## src/rtl/hs_ram_arbiter_if.sv

```systemverilog
// Hiscore-side handshake bundle: a level request with stable address/data,
// answered by a one-cycle ack and held read data.
interface hs_ram_arbiter_if #(
    parameter int AW = 10,
    parameter int DW = 8
);
    logic          hs_req;
    logic          hs_we;
    logic [AW-1:0] hs_addr;
    logic [DW-1:0] hs_wdata;
    logic          hs_ack;
    logic [DW-1:0] hs_rdata;

    modport master (
        output hs_req, hs_we, hs_addr, hs_wdata,
        input  hs_ack, hs_rdata
    );

    modport slave (
        input  hs_req, hs_we, hs_addr, hs_wdata,
        output hs_ack, hs_rdata
    );
endinterface

```

## src/rtl/hs_ram_arbiter.sv

```systemverilog
// Shares the single-port work RAM between the CPU (always first) and the hiscore
// engine, which is slotted into announced free cycles or forced in via pause_req.
module hs_ram_arbiter #(
    parameter int AW     = 10,
    parameter int DW     = 8,
    parameter int STARVE = 255
) (
    input  logic                 clk_sys,
    input  logic                 reset_n,
    input  logic                 cpu_free,
    input  logic                 paused,
    input  logic [AW-1:0]        cpu_addr,
    input  logic                 cpu_we,
    input  logic [DW-1:0]        cpu_wdata,
    hs_ram_arbiter_if.slave      hs,
    output logic [AW-1:0]        ram_addr,
    output logic                 ram_we,
    output logic [DW-1:0]        ram_wdata,
    input  logic [DW-1:0]        ram_rdata,
    output logic                 ram_sel,
    output logic                 pause_req
);

    typedef enum logic [1:0] {IDLE, ACCESS, CAPTURE, ACK} state_t;

    localparam logic [7:0] STARVE_LIM = 8'(STARVE);

    state_t        state_q, state_d;
    logic [7:0]    starve_cnt_q, starve_cnt_d;
    logic          pause_req_q, pause_req_d;
    logic [DW-1:0] hs_rdata_q, hs_rdata_d;

    always_ff @(posedge clk_sys or negedge reset_n) begin
        if (!reset_n) begin
            state_q      <= IDLE;
            starve_cnt_q <= '0;
            pause_req_q  <= 1'b0;
            hs_rdata_q   <= '0;
        end else begin
            state_q      <= state_d;
            starve_cnt_q <= starve_cnt_d;
            pause_req_q  <= pause_req_d;
            hs_rdata_q   <= hs_rdata_d;
        end
    end

    always_comb begin
        state_d      = state_q;
        starve_cnt_d = starve_cnt_q;
        pause_req_d  = pause_req_q;
        hs_rdata_d   = hs_rdata_q;
        case (state_q)
            IDLE: begin
                if (!hs.hs_req) begin
                    starve_cnt_d = '0;
                    pause_req_d  = 1'b0;
                end else if (cpu_free || paused) begin
                    state_d = ACCESS;
                end else begin
                    if (starve_cnt_q != 8'hFF)
                        starve_cnt_d = starve_cnt_q + 8'd1;
                    if (starve_cnt_d >= STARVE_LIM)
                        pause_req_d = 1'b1;
                end
            end
            ACCESS:  state_d = hs.hs_we ? ACK : CAPTURE;
            CAPTURE: begin
                // RAM data for the ACCESS address is on ram_rdata this cycle.
                hs_rdata_d = ram_rdata;
                state_d    = ACK;
            end
            ACK:     state_d = IDLE;
            default: state_d = IDLE;
        endcase
        // Clearing on entry keeps pause_req already low during the ack cycle.
        if (state_d == ACK) begin
            starve_cnt_d = '0;
            pause_req_d  = 1'b0;
        end
    end

    assign ram_sel     = (state_q == ACCESS);
    assign ram_addr    = ram_sel ? hs.hs_addr  : cpu_addr;
    assign ram_we      = ram_sel ? hs.hs_we    : cpu_we;
    assign ram_wdata   = ram_sel ? hs.hs_wdata : cpu_wdata;
    assign hs.hs_ack   = (state_q == ACK);
    assign hs.hs_rdata = hs_rdata_q;
    assign pause_req   = pause_req_q;

endmodule

```

## src/flat_wrapper.sv

```systemverilog
// flat-port wrapper written by rule: the top's interface ports become plain ports
module hs_ram_arbiter_flat 
#(
    parameter int AW     = 10,
    parameter int DW     = 8,
    parameter int STARVE = 255
)
  (clk_sys, reset_n, cpu_free, paused, cpu_addr, cpu_we, cpu_wdata, ram_addr, ram_we, ram_wdata, ram_rdata, ram_sel, pause_req, hs_hs_req, hs_hs_we, hs_hs_addr, hs_hs_wdata, hs_hs_ack, hs_hs_rdata);
  hs_ram_arbiter_if #(.AW(AW), .DW(DW)) hs_i ();
  input  logic clk_sys;
  input  logic reset_n;
  input  logic cpu_free;
  input  logic paused;
  input  logic [AW-1:0] cpu_addr;
  input  logic cpu_we;
  input  logic [DW-1:0] cpu_wdata;
  output logic [AW-1:0] ram_addr;
  output logic ram_we;
  output logic [DW-1:0] ram_wdata;
  input  logic [DW-1:0] ram_rdata;
  output logic ram_sel;
  output logic pause_req;
  input wire logic [$bits(hs_i.hs_req)-1:0] hs_hs_req;
  input wire logic [$bits(hs_i.hs_we)-1:0] hs_hs_we;
  input wire logic [$bits(hs_i.hs_addr)-1:0] hs_hs_addr;
  input wire logic [$bits(hs_i.hs_wdata)-1:0] hs_hs_wdata;
  output wire logic [$bits(hs_i.hs_ack)-1:0] hs_hs_ack;
  output wire logic [$bits(hs_i.hs_rdata)-1:0] hs_hs_rdata;
  assign hs_i.hs_req = hs_hs_req;
  assign hs_i.hs_we = hs_hs_we;
  assign hs_i.hs_addr = hs_hs_addr;
  assign hs_i.hs_wdata = hs_hs_wdata;
  assign hs_hs_ack = hs_i.hs_ack;
  assign hs_hs_rdata = hs_i.hs_rdata;
  hs_ram_arbiter #(.AW(AW), .DW(DW), .STARVE(STARVE)) u_core (.clk_sys(clk_sys), .reset_n(reset_n), .cpu_free(cpu_free), .paused(paused), .cpu_addr(cpu_addr), .cpu_we(cpu_we), .cpu_wdata(cpu_wdata), .hs(hs_i), .ram_addr(ram_addr), .ram_we(ram_we), .ram_wdata(ram_wdata), .ram_rdata(ram_rdata), .ram_sel(ram_sel), .pause_req(pause_req));
endmodule
```

## config.mk

```make
export PLATFORM = sky130hd
export DESIGN_NAME = hs_ram_arbiter_flat
export DESIGN_NICKNAME = d
export VERILOG_FILES = /design/src/rtl/hs_ram_arbiter_if.sv /design/src/rtl/hs_ram_arbiter.sv /design/src/flat_wrapper.sv
export SDC_FILE = /design/constraint.sdc
export NUM_CORES = 1
export LEC_CHECK = 0
export BUFFER_PORTS_ARGS = -buffer_cell sky130_fd_sc_hd__buf_2
export CELL_PAD_IN_SITES_DETAIL_PLACEMENT = 0
export CELL_PAD_IN_SITES_GLOBAL_PLACEMENT = 1
export CORE_MARGIN = 4
export CORE_UTILIZATION = 32
export CTS_CLUSTER_SIZE = 14
export DETAILED_ROUTE_END_ITERATION = 6
export HOLD_SLACK_MARGIN = 0.15
export PLACE_DENSITY = 0.92
export SETUP_SLACK_MARGIN = 0.2
export SYNTH_ARGS = -nofsm -noshare
export SYNTH_HDL_FRONTEND = slang
export SYNTH_SLANG_ARGS = --single-unit
```

## constraint.sdc

```tcl
create_clock -name clk_sys -period 3.6 [get_ports clk_sys]
set_clock_uncertainty 0.05 [all_clocks]
set_input_delay 0.18 -clock clk_sys [delete_from_list [all_inputs] [get_ports clk_sys]]
set_output_delay 0.18 -clock clk_sys [all_outputs]
set_load 0.01 [all_outputs]
```

**Word-level counts from Yosys, hierarchy flattened**

Index checks and enable logic that the tools add are counted.

- Register bits: 19
- Bits in latches: 0
- Bits in writable memories: 0
- ROM bits: 0
- Input bits: 51
- Output and inout bits: 30
- Word-level logic and storage cells: 38
- Memories: 0

- Add/subtract/negate cells: 1
- Multipliers: 0
- Divide/modulo/power cells: 0
- Order comparisons: 1
- Equality and inequality tests: 7
- Shifts and indexed selects: 0
- Mux-type cells: 20
- Bitwise gates (word level): 0
- Reduce and logical (&&, ||, !) cells: 5

Operators with widths:

| kind | number |
|---|---|
| $mux 8 | 9 |
| $mux 10 | 1 |
| $add 8x1->8 const B | 1 |
| $ge 8x8->1 const B | 1 |
| $ne 8x8->1 const B | 1 |
| $pmux 2 s4 | 1 |
| $mux 1 | 7 |
| $eq 2x2->1 const B | 3 |
| $mux 2 | 2 |
| $ne 3x1->1 const B | 1 |
| $ne 3x3->1 const B | 1 |
| $reduce_and 3->1 | 1 |
| $eq 2x1->1 const B | 1 |
| $logic_not 2->1 | 1 |
| $reduce_and 2->1 | 1 |
| $reduce_bool 2->1 | 1 |
| $logic_or 1x1->1 | 1 |

**Depth between registers and ports, before layout**

- Depth after elaboration: 11
- Depth in mapped cells: 8
- Depth with buffers taken out: 7

**Worst setup path after synthesis**

Ideal clock, no wire load.

- Path kind: register to register
- Start point: register u_core.state_q[0]
- End point: register u_core.pause_req_q, in the netlist u_core.pause_req
- Library setup time: 0.126 ns
- Arrival: 1.689 ns
- Required time: 3.424 ns
- Setup slack: 1.735 ns
- Stages on the path, launching flop included: 9
- Buffers on the path: 1
- Clock period less this slack: 1.865 ns
- Cells stage by stage: dfrtp_1 -> inv_1 -> ha_1 -> buf_6 -> a211o_1 -> a22o_1 -> and4_1 -> a31o_1 -> o311a_1

- Longest elaborated chain between the ends: 6
- Elaborated cells on any way between the ends: 13
- Those cells by class: 6 x eq/ne; 4 x mux; 3 x reduce/logical

Ends and longest elaborated chain:

| what | line | RTL |
|---|---|---|
| start: declaration | hs_ram_arbiter.sv:28 | `state_t state_q, state_d;` |
| start signal: assignment | hs_ram_arbiter.sv:40 | `state_q <= state_d;` |
| $mux 2 | hs_ram_arbiter.sv:57 | `end else if (cpu_free \|\| paused) begin` |
| $mux 2 | hs_ram_arbiter.sv:54 | `if (!hs.hs_req) begin` |
| $pmux 2 s4 | hs_ram_arbiter.sv:52 | `case (state_q)` |
| $eq 2x2->1 | hs_ram_arbiter.sv:76 | `if (state_d == ACK) begin` |
| $ne 3x3->1 (no line), or another cell as far along | -- |  |
| $reduce_and 3->1 (no line) | -- |  |
| end signal: assignment | hs_ram_arbiter.sv:42 | `pause_req_q <= pause_req_d;` |
| end: declaration | hs_ram_arbiter.sv:30 | `logic pause_req_q, pause_req_d;` |

Several ways; a longest one is shown, not always the timed one.
A chain may end at the register's enable or synchronous reset.

**Worst setup path in the final report**

- Start point: register u_core.state_q[1]
- End point: register u_core.starve_cnt_q[4]

- Longest elaborated chain between the ends: 6
- Elaborated cells on any way between the ends: 12
- Those cells by class: 5 x eq/ne; 4 x mux; 3 x reduce/logical

Ends and longest elaborated chain:

| what | line | RTL |
|---|---|---|
| $mux 2 | hs_ram_arbiter.sv:57 |  |
| $mux 2 | hs_ram_arbiter.sv:54 |  |
| $pmux 2 s4 | hs_ram_arbiter.sv:52 |  |
| $eq 2x2->1 | hs_ram_arbiter.sv:76 |  |
| $ne 3x3->1 (no line) / $reduce_bool 2->1 (equally long branches) | -- |  |
| $reduce_and 2->1 (no line) | -- |  |
| end signal: assignment | hs_ram_arbiter.sv:41 | `starve_cnt_q <= starve_cnt_d;` |
| end: declaration | hs_ram_arbiter.sv:29 | `logic [7:0] starve_cnt_q, starve_cnt_d;` |

Several ways; a longest one is shown, not always the timed one.

==> run_results.csv <==
group,metric,value,unit
final_layout,areaGrowthSynthToFinish,44.0,%
min_path,min_path_type,"in2reg",
synth,yosysTopAreaCell,"dfrtp_1",
routing,antenna_left,0,
power_and_ir_drop,internal_power,662,uW
routing,avgViaCountPerCell,5.05,
timing,min_period_over_period,0.719,
worst_setup_path,crit_chain,"inv_1 > ha_1 > a211o_1 > a31oi_1 > a41oi_1 > a21oi_1",
worst_setup_path,critPathMaxStageDelay,0.76,ns
timing,rsz0062_at_grt,"no",
global_route,first_global_vias,1320,
run,drv_cap,0,
clock_network,ctsLongestPathBuffers,2,
timing,final_hold_viol_count,0,
clock_network,cts-root-buf,"clkbuf_8",
timing,setup_violations,0,
worst_setup_path,reg2reg_from,"u_core.state_q[1]$_DFF_PN0_",
power_and_ir_drop,netSwitchingPower,454,uW
synth,yosys.area.top_type_share,0.375,
worst_setup_path,worst_ep_required_time,3.74,ns
placed_design,hpwl,3.02,mm
worst_setup_path,startpoint_type,"register",
final_layout,stdcell_area,1830,um^2
clock_network,cts_sinks,19,
clock_network,clkSlewWorstSetupHoldPaths,0.08,ns
final_layout,nNetsFinal,267,
outcome,status,"complete, no violations",
routing,detail_route.wl_per_cell,14.9,um
floorplanning,coreArea,3740,um^2
worst_setup_path,crit_family,"compound AO/OA/AOI/OAI gates",
timing,drv_slew,0,
floorplanning,pin_count,81,
floorplanning,die_h,71.0,um
global_route,track_usage,0.151,
worst_setup_path,cp.arrival,2.72,ns
final_layout,multi_input_comb_area,729,um^2
power_and_ir_drop,p_clk_frac,0.141,
routing,dr_total_vias,1303,
clock_network,cts_tree,"yes",
worst_setup_path,reg2reg_slack,1.01,ns
power_and_ir_drop,power-per-cell-area,611,nW/um^2
timing,slew_headroom,0.337,
timing,max_slew.worst_pin.slew,0.990,ns
global_route,antenna_found_initial,0,
worst_setup_path,cp-startpoint,"u_core.state_q[1]$_DFF_PN0_",
floorplanning,rows,22,
clock_network,cts_made_buffers,3,
placed_design,dpl_cell_area,1690,um^2
final_layout,n_antenna_cell,0,
final_layout,nFillCells,380,
timing,final.setup.tns,0,ns
synth,netlist_area,1270,um^2
routing,drt_wl_total,3.84,mm
worst_setup_path,crit_path_end_kind,"register",
global_route,grt_remaining_overflow,0,
synth,syn_inst,124,
synth,yosysUniqueCellTypes,33,
global_route,grt_max_degree,23,
min_path,holdCritStartpoint,"hs_hs_we",
synth,syn_nets,180,
placed_design,gp_congestion,0.784,
global_route,grt_pass1_wl,5.95,mm
worst_setup_path,crit_buf_inv,1,
synth,yosysSeqAreaShare,0.375,
routing,drt_iter0_markers,80,
synth,synth.area.top_cells,"dfrtp_1 37%, mux2_2 24%, ha_1 4.9%",
timing,finalCriticalPeriod,2.59,ns
power_and_ir_drop,pwr-share-seq,0.288,
power_and_ir_drop,p_leak,0.888,nW
final_layout,seq_area,475,um^2
power_and_ir_drop,p_comb_frac,0.572,
clock_network,clk_latency,0.26,ns
worst_setup_path,crit_fanout,22,
routing,drc,0,
routing,drtPass1Iterations,6,
floorplanning,dieArea,5040,um^2
synth,ys.warnings.count,0,
synth,synth_seq_cells,19,
worst_setup_path,crit_slowest_cell,"a31oi_1",
clock_network,htreeDepth,1,
final_layout,drive_above_1_share,0.533,
power_and_ir_drop,ir_drop,0.320,mV
synth,syn_avg_cell_area,10.2,um^2
floorplanning,start_util,0.339,
placed_design,portBuffers,80,
floorplanning,die_w,71.0,um
power_and_ir_drop,sw_frac_of_total,0.407,
worst_setup_path,crit_type,"reg2reg",
timing,fmax,386,MHz
## layout by cell type, fill, tap and decap left out, types with 2 or more instances in the layout
cell	synthesis	final
o21ai_0	3	3
dfrtp_1	19	19
and3_1	2	2
o21ai_1	2	2
a31oi_1	2	2
mux2_2	27	27
nor2_1	2	2
nand3_1	7	7
nor3_1	2	2
a22o_1	2	2
inv_1	6	6
and4_1	2	2
o31ai_1	2	2
ha_1	5	5
buf_2	3	80
dlygate4sd3_1	0	9
clkbuf_8	0	3
nand2_1	13	13
nand2b_1	2	2
a21oi_1	7	7
## repair_timing
item	in CTS	in global routing
hold buffers	9	0
buffers inserted	0	0
gates resized for setup	0	0
hold endpoints to repair	27	0
## layout make-up
cell class	instances	area share
clock buffers	3	0.0226
clock inverters	1	0.00411
inverters	6	0.0123
multi-input cells	92	0.399
flip-flops and latches	19	0.260
well taps	48	0.0329
repair buffers	89	0.268
## worst min-delay path, cell delays in order
cell      delay (ns)
buf_2           0.10
a211oi_1        0.09
nor2_1          0.11
## metrics by stage
stage / util / instances / hold slack [ns] / setup WS (ns) / power (mW)
floorplan: - / 124 / -0.166 / 1.74 / 0.749
global placement: 0.451 / 245 / 0.0962 / 1.11 / 0.951
detailed placement: 0.451 / 245 / 0.0952 / 1.03 / 0.961
CTS: 0.488 / 258 / 0.210 / 1.02 / 1.13
global route: 0.488 / 258 / 0.230 / 0.772 / 1.19
finish: 0.488 / 258 / 0.209 / 1.01 / 1.12
## power groups by stage
stage          clock, mW  sequential, mW  combinational [mW]
2_1_floorplan          0           0.342               0.407
3_3_place_gp           0           0.320               0.631
3_5_place_dp           0           0.326               0.635
4_1_cts            0.160           0.321               0.645
5_1_grt            0.175           0.330               0.690
6_report           0.157           0.321               0.638
## synthesized netlist by cell type
cell,count
o21ai_0,3
nand3_1,7
a32o_1,1
a22o_1,2
o31ai_1,2
ha_1,5
a31oi_1,2
buf_6,1
nor2_1,2
and3_1,2
nand4b_1,1
nor3_1,2
nand4_2,1
and4_1,2
a211o_1,1
o21a_1,1
nand4bb_1,1
a21oi_1,7
buf_2,3
clkbuf_1,2
nand2b_1,2
a211oi_1,1
dfrtp_1,19
o21ai_1,2
mux2_1,1
a31o_1,1
buf_4,1
o221ai_1,1
inv_1,6
o311a_1,1
mux2_2,27
a41oi_1,1
nand2_1,13
## flip-flops by register name, summed over array words and instances, names as in the netlist
signal               flops
u_core.hs.hs_rdata       8
u_core.starve_cnt_q      8
u_core.state_q           2
u_core.pause_req         1
## logic make-up after synthesis
logic type / Yosys count / synth area share
compound gates: 26 / 0.138
fa+ha+maj: 5 / 0.0493
buf+inv: 13 / 0.0503
flops: 19 / 0.375
mux: 28 / 0.249
simple gates: 33 / 0.139
## routing by layer
layer	vias to the layer above	GRT usage	wire [um]
li1	631	-	-
met1	599	0.158	1410
met2	64	0.274	1970
met3	9	0.0270	309
met4	0	0.0960	150
met5	-	0	0
## final timing paths
check                                                     end  cells after the start
min in group asynchronous   u_core.hs.hs_rdata[2]$_DFFE_PN0P_                      2
max in group asynchronous         u_core.state_q[1]$_DFF_PN0_                      2
setup reg to reg           u_core.starve_cnt_q[4]$_DFFE_PN0P_                      6
setup / recovery           u_core.starve_cnt_q[4]$_DFFE_PN0P_                      6
hold / removal                    u_core.state_q[0]$_DFF_PN0_                      3
hold reg to reg             u_core.hs.hs_rdata[7]$_DFFE_PN0P_                      1
(Power assumes the default switching activity.)
